--- config.mk ---
export PLATFORM = sky130hd
export DESIGN_NAME = vga_timing_gen
export DESIGN_NICKNAME = d
export VERILOG_FILES = /design/src/rtl/vga_timing_gen.sv
export SDC_FILE = /design/constraint.sdc
export NUM_CORES = 1
export LEC_CHECK = 0
export CAP_MARGIN = 20
export CORE_MARGIN = 2
export CORE_UTILIZATION = 50
export DETAILED_ROUTE_END_ITERATION = 8
export GPL_TIMING_DRIVEN = 0
export PLACE_DENSITY = 0.9
export SLEW_MARGIN = 20
export SYNTH_ARGS = -nofsm -noshare
export SYNTH_HDL_FRONTEND = slang
export SYNTH_SLANG_ARGS = --single-unit
export TNS_END_PERCENT = 10
--- constraint.sdc ---
create_clock -name clk -period 2.8 [get_ports clk]
set_input_delay 0.56 -clock clk [delete_from_list [all_inputs] [get_ports clk]]
set_output_delay 0.56 -clock clk [all_outputs]
set_load 0.02 [all_outputs]
--- src/rtl/vga_timing_gen.sv ---
// ---------------------------------------------------------------------------
// vga_timing_gen
//
// Pixel-timing stage for the glyph-mode display. Produces the horizontal and
// vertical raster counters, sync pulses, the active-video flag, single-cycle
// line/frame strobes and an optional synchronous completed-frame counter.
// Default timing is 640x480@60 (25.175 MHz nominal pixel clock).
//
// Every output is a register loaded on the same edge as the counters, so sync,
// display_on and the strobes always describe the current hpos/vpos.
//
// Ports:
//   clk          in   pixel clock
//   rst_n        in   asynchronous active-low reset
//   ce           in   count enable; 0 freezes counters, syncs and display_on
//   hpos  [9:0]  out  horizontal position, 0..H_TOTAL-1
//   vpos  [9:0]  out  vertical position, 0..V_TOTAL-1
//   hsync        out  horizontal sync, active level = SYNC_POL
//   vsync        out  vertical sync, active level = SYNC_POL
//   display_on   out  1 inside the active area
//   line_start   out  one-cycle strobe after each advance into hpos==0
//   frame_start  out  one-cycle strobe after each advance into (0,0)
//   frame_cnt [9:0] out completed-frame counter
//
// Build option:
//   VGA_TIMING_FRAME_CNT_EN  when defined, frame_cnt counts completed frames
//                            (wrapping 1023 -> 0); when undefined frame_cnt
//                            is tied to 0 and no counter register exists.
// ---------------------------------------------------------------------------
module vga_timing_gen #(
    parameter int unsigned H_DISPLAY = 640,
    parameter int unsigned H_FRONT   = 16,
    parameter int unsigned H_SYNC    = 96,
    parameter int unsigned H_BACK    = 48,
    parameter int unsigned V_DISPLAY = 480,
    parameter int unsigned V_FRONT   = 10,
    parameter int unsigned V_SYNC    = 2,
    parameter int unsigned V_BACK    = 33,
    parameter bit          SYNC_POL  = 1'b0
) (
    input  logic       clk,
    input  logic       rst_n,
    input  logic       ce,
    output logic [9:0] hpos,
    output logic [9:0] vpos,
    output logic       hsync,
    output logic       vsync,
    output logic       display_on,
    output logic       line_start,
    output logic       frame_start,
    output logic [9:0] frame_cnt
);

    localparam int unsigned H_TOTAL = H_DISPLAY + H_FRONT + H_SYNC + H_BACK;
    localparam int unsigned V_TOTAL = V_DISPLAY + V_FRONT + V_SYNC + V_BACK;

    // 11-bit bounds so an interval ending exactly at 1024 still compares correctly
    localparam logic [10:0] H_LAST_W     = 11'(H_TOTAL - 1);
    localparam logic [10:0] V_LAST_W     = 11'(V_TOTAL - 1);
    localparam logic [10:0] H_DISP_END   = 11'(H_DISPLAY);
    localparam logic [10:0] V_DISP_END   = 11'(V_DISPLAY);
    localparam logic [10:0] H_SYNC_BEG   = 11'(H_DISPLAY + H_FRONT);
    localparam logic [10:0] H_SYNC_END   = 11'(H_DISPLAY + H_FRONT + H_SYNC);
    localparam logic [10:0] V_SYNC_BEG   = 11'(V_DISPLAY + V_FRONT);
    localparam logic [10:0] V_SYNC_END   = 11'(V_DISPLAY + V_FRONT + V_SYNC);
    localparam logic [9:0]  H_LAST       = H_LAST_W[9:0];
    localparam logic [9:0]  V_LAST       = V_LAST_W[9:0];

    // Counters are 10 bits wide; reject timings that cannot be represented
    generate
        if (H_TOTAL > 1024) begin : g_h_total_check
            $error("vga_timing_gen: H_TOTAL exceeds 1024");
        end
        if (V_TOTAL > 1024) begin : g_v_total_check
            $error("vga_timing_gen: V_TOTAL exceeds 1024");
        end
    endgenerate

    // ---------------------------------------------------------------------
    // State registers
    // ---------------------------------------------------------------------
    logic [9:0] hpos_r;
    logic [9:0] vpos_r;
    logic       hsync_r;
    logic       vsync_r;
    logic       display_on_r;
    logic       line_start_r;
    logic       frame_start_r;

    // Next-state values
    logic [9:0] hpos_nxt_s;
    logic [9:0] vpos_nxt_s;
    logic       hsync_nxt_s;
    logic       vsync_nxt_s;
    logic       display_on_nxt_s;
    logic       line_start_nxt_s;
    logic       frame_start_nxt_s;
    logic       h_sync_act_s;
    logic       v_sync_act_s;

    // Raster position advance: hpos wraps at H_TOTAL-1, vpos steps only on that wrap
    always_comb begin
        hpos_nxt_s = hpos_r;
        vpos_nxt_s = vpos_r;
        if (ce) begin
            if (hpos_r == H_LAST) begin
                hpos_nxt_s = 10'd0;
                if (vpos_r == V_LAST) begin
                    vpos_nxt_s = 10'd0;
                end else begin
                    vpos_nxt_s = vpos_r + 10'd1;
                end
            end else begin
                hpos_nxt_s = hpos_r + 10'd1;
                vpos_nxt_s = vpos_r;
            end
        end else begin
            hpos_nxt_s = hpos_r;
            vpos_nxt_s = vpos_r;
        end
    end

    // Decode sync, active area and strobes from the position being loaded, so
    // the registered flags line up with the registered counters
    always_comb begin
        h_sync_act_s      = ({1'b0, hpos_nxt_s} >= H_SYNC_BEG) &&
                            ({1'b0, hpos_nxt_s} <  H_SYNC_END);
        v_sync_act_s      = ({1'b0, vpos_nxt_s} >= V_SYNC_BEG) &&
                            ({1'b0, vpos_nxt_s} <  V_SYNC_END);
        display_on_nxt_s  = ({1'b0, hpos_nxt_s} < H_DISP_END) &&
                            ({1'b0, vpos_nxt_s} < V_DISP_END);
        if (h_sync_act_s) begin
            hsync_nxt_s = SYNC_POL;
        end else begin
            hsync_nxt_s = ~SYNC_POL;
        end
        if (v_sync_act_s) begin
            vsync_nxt_s = SYNC_POL;
        end else begin
            vsync_nxt_s = ~SYNC_POL;
        end
        // Strobes fire only on an actual advance, so ce=0 clears them
        if (ce) begin
            line_start_nxt_s  = (hpos_nxt_s == 10'd0);
            frame_start_nxt_s = (hpos_nxt_s == 10'd0) && (vpos_nxt_s == 10'd0);
        end else begin
            line_start_nxt_s  = 1'b0;
            frame_start_nxt_s = 1'b0;
        end
    end

    // Raster counter and output flag registers; reset parks at the last pixel
    // so the first enabled edge lands on (0,0)
    always_ff @(posedge clk or negedge rst_n) begin
        if (!rst_n) begin
            hpos_r        <= H_LAST;
            vpos_r        <= V_LAST;
            hsync_r       <= ~SYNC_POL;
            vsync_r       <= ~SYNC_POL;
            display_on_r  <= 1'b0;
            line_start_r  <= 1'b0;
            frame_start_r <= 1'b0;
        end else begin
            hpos_r        <= hpos_nxt_s;
            vpos_r        <= vpos_nxt_s;
            hsync_r       <= hsync_nxt_s;
            vsync_r       <= vsync_nxt_s;
            display_on_r  <= display_on_nxt_s;
            line_start_r  <= line_start_nxt_s;
            frame_start_r <= frame_start_nxt_s;
        end
    end

`ifdef VGA_TIMING_FRAME_CNT_EN
    logic [9:0] frame_cnt_r;
    logic       started_r;

    // Completed-frame counter; the entry into (0,0) straight out of reset is
    // not a completed frame, so counting is armed only after the first advance
    always_ff @(posedge clk or negedge rst_n) begin
        if (!rst_n) begin
            frame_cnt_r <= 10'd0;
            started_r   <= 1'b0;
        end else begin
            if (ce) begin
                started_r <= 1'b1;
            end else begin
                started_r <= started_r;
            end
            if (frame_start_nxt_s && started_r) begin
                frame_cnt_r <= frame_cnt_r + 10'd1;
            end else begin
                frame_cnt_r <= frame_cnt_r;
            end
        end
    end

    assign frame_cnt = frame_cnt_r;
`else
    assign frame_cnt = 10'd0;
`endif

    assign hpos        = hpos_r;
    assign vpos        = vpos_r;
    assign hsync       = hsync_r;
    assign vsync       = vsync_r;
    assign display_on  = display_on_r;
    assign line_start  = line_start_r;
    assign frame_start = frame_start_r;

endmodule

==> results.json, run 1 <==
{
  "die_area_um2": 3890,
  "row_count": 21,
  "grt_start_max_net_pins": 26,
  "gp_congestion": 0.890,
  "cp-end-kind": "flip-flop",
  "seqCellArea_um2": 641,
  "grtUsageMet3_pct": 2.72,
  "cts_setup_buffers": 0,
  "drtIter0Drc": 64,
  "busiest_layer": "met2",
  "grt_pass1_wl_mm": 6.35,
  "worstMarginPinSlew_ns": 0.556,
  "viasPerCell": 5.61,
  "io_buffers": 26,
  "slew_viol_final": 0,
  "total_power_mw": 1.19,
  "timing.final.ws_setup_ns": 0.122,
  "avgSynthCellArea_um2": 9.72,
  "io_pins": 38,
  "ys_top_cells_by_area": "dfrtp_1, dfstp_2, xnor2_1",
  "ant_nets": 0,
  "layout-area-overhead-vs-synth_pct": 23.2,
  "final.setup_skew_ns": 0.00507,
  "clock-sinks": 25,
  "criticalPathCategory": "reg -> reg",
  "post_drt_wl_per_cell_um": 14.4,
  "synth_cells": 175,
  "crit_slowest_cell": "or4_1",
  "grt_use_met1_pct": 29.3,
  "die_h_um": 62.3,
  "antenna_found_initial": 0,
  "cts_made_buffers": 3,
  "initial_core_util_pct": 51.4,
  "num_vias": 1453,
  "critPathMaxStageDelay_ns": 0.71,
  "ir_worst_vdd_uv": 511,
  "first_global_vias": 1335,
  "clk_latency_ns": 0.32,
  "internal_power_mw": 0.738,
  "hold-worst-slack_ns": 0.198,
  "drive_gt1_share_pct": 22.1,
  "gr-usage-all-layers_pct": 20.2,
  "finalCritPeriodShare_pct": 95.6,
  "worstSetupStartpointType": "flip-flop",
  "place_hpwl_mm": 2.77,
  "core_um2": 3310,
  "synth_area_um2": 1700,
  "wl_mm": 3.74,
  "fillCellCount": 300,
  "synth_top_area_share_pct": 19.1,
  "reg2reg_slack_ns": 0.12,
  "synth_flop_cell": "dfrtp_1",
  "instances_no_fill": 259,
  "finalNetCount": 220,
  "final_cell_mix": "clkdlybuf4s50_1, dfrtp_1, xnor2_1, nand2_1, dfstp_2",
  "grt_setup_unrepaired": "false",
  "overflow": 0,
  "p_per_area_nw_per_um2": 568,
  "die_x_um": 62.3,
  "dpl.cell_count": 256,
  "rr_worst_depth": 6,
  "combPwrFrac_pct": 44.9,
  "min_period_ns": 2.68,
  "slew_headroom_pct": 62.7,
  "arrival_ns": 2.90,
  "cts_tree": "done",
  "p_switching_mw": 0.454,
  "postCtsHoldBufs": 0,
  "async_reset_ff_share_pct": 100,
  "switching_share_pct": 38.1,
  "p_leak_nw": 0.801,
  "yosysWarnings": 0,
  "setup_viol": 0,
  "r2r_start": "hpos[0]",
  "synth_edf_count": 0,
  "drv_cap": 0,
  "remaining_drc_errors": 0,
  "antenna-diode-count": 0,
  "status": "finished, final reports clean",
  "fin_util_pct": 63.3,
  "clockBufferDepth": 2,
  "clkPwrFrac_pct": 13.7,
  "cts_resized": 2,
  "seqPwrFrac_pct": 41.4,
  "finalHoldViolCount": 0,
  "multi_input_area_um2": 907,
  "synth_top_area_cell": "dfrtp_1",
  "fmax_mhz": 373,
  "yosysUniqueCellTypes": 48,
  "grt_use_met2_pct": 30.3,
  "h-tree-depth": 1,
  "crit_chain": "ha_2 -> nand3_2 -> or4_1 -> o211ai_1 -> nor4b_4 -> nor4bb_2",
  "hp-class": "in -> async",
  "worstPathMaxFanout": 8,
  "yosysSeqAreaShare_pct": 37.6,
  "r2r-end": "frame_start",
  "final_common_cell": "clkdlybuf4s50_1",
  "place_ws_ns": -0.143,
  "drt-pass1-iter-count": 5,
  "crit_required_ns": 3.02,
  "ctsRootBufferMaster": "clkbuf_4",
  "synth_seq_cells": 25,
  "clkTransAtPathRegs_ns": 0.14
}
## cell type report
cell class	count	area share (%)
Multi-Input combinational cell	133	43.3
Sequential cell	25	30.5
Timing Repair Buffer	26	12.2
Buffer	20	9.13
Tap cell	46	2.74
Clock buffer	4	1.25
Inverter	5	0.895
## cells by family (layout without fill, tap and decap cells)
| logic type | after synthesis | after routing | synth area share, % |
|---|---|---|---|
| and+or+nand+nor | 75 | 75 | 27.7 |
| AOI/OAI and AO/OA | 29 | 29 | 11.3 |
| buffers and inverters | 26 | 55 | 12.6 |
| DFF | 25 | 25 | 37.6 |
| xor gates and xnor gates | 14 | 14 | 7.21 |
| adders and majority gates | 3 | 3 | 2.21 |
| muxes | 2 | 2 | 1.18 |
| other | 1 | 10 | 0.220 |
## Yosys cell counts, types with 3 or more instances
cell type   n
dfstp_2    12
nor3_1      5
ha_1        3
o21ai_0    11
nor3b_1     3
o211ai_1    4
nand2_1    12
nor4_1      4
nand4_1     9
buf_4      11
a21oi_1     3
or4_1       3
clkbuf_8    6
nand4bb_1   3
dfrtp_1    13
nand3_1     9
xnor2_1    12
inv_1       5
nor2_1     11
## worst max-delay path, delay by kind of cell (launching register included)
kind	cells	cell delay (ns)
and+or+nand+nor	4	1.51
DFF	1	0.61
adders and majority gates	1	0.26
AOI/OAI and AO/OA	1	0.19
## per-layer routing
metal / wire length, µm / up-vias
li1: - / 697
met1: 1730 / 685
met2: 1740 / 67
met3: 225 / 4
met4: 49 / 0
met5: 0 / -
## registers in the layout, indices dropped and copies added, names as in the netlist
name,count
hpos,10
vpos,10
display_on,1
frame_start,1
hsync,1
line_start,1
vsync,1
## per-stage QoR
step | area, µm² | setup TNS [ns]
finish | 2100 | 0
global route | 2100 | 0
CTS | 2090 | 0
detailed placement | 2050 | -0.188
global placement | 2050 | -0.0986
floorplan | 1740 | 0
## power by group through the flow
stage / logic [mW] / registers [mW] / clock network [mW]
after floorplan: 0.299 / 0.551 / 0
final: 0.535 / 0.493 / 0.163
after global routing: 0.582 / 0.503 / 0.184
after global placement: 0.513 / 0.493 / 0
after CTS: 0.530 / 0.493 / 0.169
after detailed placement: 0.520 / 0.497 / 0
## worst max path at each step
stage,startpoint,end,slack [ns],cells after the start
2_1_floorplan,hpos[0],vsync,0.27,7
3_3_place_gp,hpos[0],frame_start,-0.07,6
3_5_place_dp,hpos[0],frame_start,-0.14,6
4_1_cts,hpos[0],frame_start,0.02,7
5_1_grt,hpos[0],frame_start,0.005,7
6_report,hpos[0],frame_start,0.12,6
(Power assumes the default switching activity.)
==> run 2: changes to the inputs <==
--- a/config.mk
+++ b/config.mk
@@ -5,13 +5,13 @@
 export SDC_FILE = /design/constraint.sdc
 export NUM_CORES = 1
 export LEC_CHECK = 0
-export CAP_MARGIN = 20
+export CELL_PAD_IN_SITES_DETAIL_PLACEMENT = 0
+export CELL_PAD_IN_SITES_GLOBAL_PLACEMENT = 1
 export CORE_MARGIN = 2
-export CORE_UTILIZATION = 50
+export CORE_UTILIZATION = 38
 export DETAILED_ROUTE_END_ITERATION = 8
 export GPL_TIMING_DRIVEN = 0
 export PLACE_DENSITY = 0.9
-export SLEW_MARGIN = 20
 export SYNTH_ARGS = -nofsm -noshare
 export SYNTH_HDL_FRONTEND = slang
 export SYNTH_SLANG_ARGS = --single-unit
==> results.json, run 2 (synthesis gave the netlist of run 1 again) <==
{
  "status": "finished, final reports clean",
  "die_h_um": 70.9,
  "min_period_ns": 2.63,
  "viasPerCell": 5.31,
  "clk_latency_ns": 0.26,
  "core_um2": 4320,
  "criticalPathCategory": "reg -> reg",
  "num_vias": 1418,
  "reg2reg_slack_ns": 0.17,
  "ir_worst_vdd_uv": 479,
  "crit_buf_inv": 0,
  "crit_chain": "ha_2 -> nand3_2 -> or4_1 -> o211ai_1 -> o2111ai_1 -> nor4b_4 -> nor4bb_4",
  "drtIter0Drc": 80,
  "post_drt_wl_per_cell_um": 14.2,
  "cp_top_family": "simple AND/OR/NAND/NOR gates",
  "drive_gt1_share_pct": 24.2,
  "clkTransAtPathRegs_ns": 0.09,
  "fmax_mhz": 380,
  "die_x_um": 70.9,
  "cp_num_cells": 7,
  "rr_worst_depth": 7,
  "endpoint": "frame_start",
  "antenna_found_initial": 0,
  "io_buffers": 26,
  "cts_tree": "done",
  "worstPathMaxFanout": 6,
  "grt_pass1_wl_mm": 6.24,
  "finalCritPeriodShare_pct": 93.9,
  "clockBufferDepth": 2,
  "first_global_vias": 1332,
  "cts_made_buffers": 3,
  "gr-usage-all-layers_pct": 15.5,
  "die_area_um2": 5030,
  "drt-pass1-iter-count": 4,
  "fillCellCount": 405,
  "r2r-end": "frame_start",
  "gp_congestion": 0.883,
  "hp-class": "reg -> reg",
  "final_cell_mix": "clkdlybuf4s50_1, buf_4, dfrtp_1",
  "slew_viol_final": 0,
  "setup_viol": 0,
  "ant_nets": 0,
  "postCtsHoldBufs": 0,
  "drv_cap": 0,
  "grt_start_max_net_pins": 26,
  "finalHoldViolCount": 0,
  "finalNetCount": 222,
  "slew_headroom_pct": 27.9,
  "r2r_start": "hpos[0]",
  "cp-end-kind": "flip-flop",
  "place_area_um2": 2060,
  "clock-sinks": 25,
  "initial_core_util_pct": 39.4,
  "worstMarginPinSlew_ns": 1.08,
  "wl_mm": 3.79,
  "h-tree-depth": 1,
  "final.setup_skew_ns": 0.00631,
  "final_common_cell": "clkdlybuf4s50_1",
  "worstSetupStartpointType": "flip-flop",
  "p_leak_nw": 0.825,
  "fin_util_pct": 50.2,
  "p_per_area_nw_per_um2": 572,
  "io_pins": 38,
  "row_count": 24,
  "remaining_drc_errors": 0,
  "ctsRootBufferMaster": "clkbuf_8",
  "layout-area-overhead-vs-synth_pct": 27.6,
  "critPathMaxStageDelay_ns": 0.59,
  "crit_required_ns": 2.97,
  "overflow": 0,
  "antenna-diode-count": 0,
  "arrival_ns": 2.80,
  "place_hpwl_mm": 2.70,
  "critPathLaunch": "hpos[0]",
  "crit_slowest_cell": "dfstp_2",
  "final_area_um2": 2170,
  "grt_setup_unrepaired": "false"
}
run 2: stage by stage:
stage / setup TNS (ns) / setup WS, ns / power [mW] / hold WS [ns] / cells
global placement: -0.195 / -0.123 / 1.01 / 0.540 / 262
CTS: 0 / 0.0236 / 1.24 / 0.551 / 266
global route: 0 / 0.0426 / 1.33 / 0.583 / 267
floorplan: 0 / 0.266 / 0.850 / 0.264 / 184
detailed placement: -0.197 / -0.117 / 1.01 / 0.537 / 262
finish: 0 / 0.170 / 1.24 / 0.548 / 267
run 2: power breakdown:
part	internal, mW	total (mW)	switching (mW)	leakage (nW)
Sequential	0.438	0.492	0.0539	0.285
Clock	0.0994	0.214	0.115	0.0255
Combinational	0.244	0.535	0.291	0.514
Total	0.782	1.24	0.460	0.825
run 2: final cells by class:
type | instances | area (µm²) | share of cell area [%]
plain buffers | 20 | 191 | 8.82
clock buffers | 3 | 41.3 | 1.90
clock inverters | 1 | 5.00 | 0.231
inverters | 5 | 18.8 | 0.865
multi-input cells | 133 | 933 | 43.0
flip-flops and latches | 25 | 641 | 29.5
well taps | 52 | 65.1 | 3.00
repair buffers | 28 | 275 | 12.7
run 2: layer usage:
| metal | track usage (%) | wire [µm] | vias up |
|---|---|---|---|
| li1 | - | - | 699 |
| met2 | 25.1 | 1820 | 33 |
| met4 | 4.61 | 28 | 0 |
| met1 | 21.6 | 1820 | 684 |
| met3 | 2.28 | 121 | 2 |
| met5 | 0 | 0 | - |
run 2: how the worst min path moves through the flow:
| stage | startpoint | end | slack, ns | depth (start not counted) |
|---|---|---|---|---|
| after detailed placement | vpos[9] | vpos[9] | 0.54 | 1 |
| after global placement | vpos[9] | vpos[9] | 0.54 | 1 |
| after global routing | ce | hpos[0] | 0.58 | 3 |
| after floorplan | rst_n | display_on | 0.26 | 0 |
| final | vpos[9] | vpos[9] | 0.55 | 1 |
| after CTS | vpos[9] | vpos[9] | 0.55 | 1 |
run 2: worst register-to-register path, cell delays in order, from the launching register on:
cell       delay [ns]
dfstp_2          0.59
ha_2             0.26
nand3_2          0.19
or4_1            0.51
o211ai_1         0.16
o2111ai_1        0.23
nor4b_4          0.30
nor4bb_4         0.32
run 2: repair_timing:
item,4_1_cts,5_1_grt
pin swaps,0,1
gates resized for setup,1,9
buffers inserted,0,2
endpoints found under the setup margin,2,2
cloned,0,0
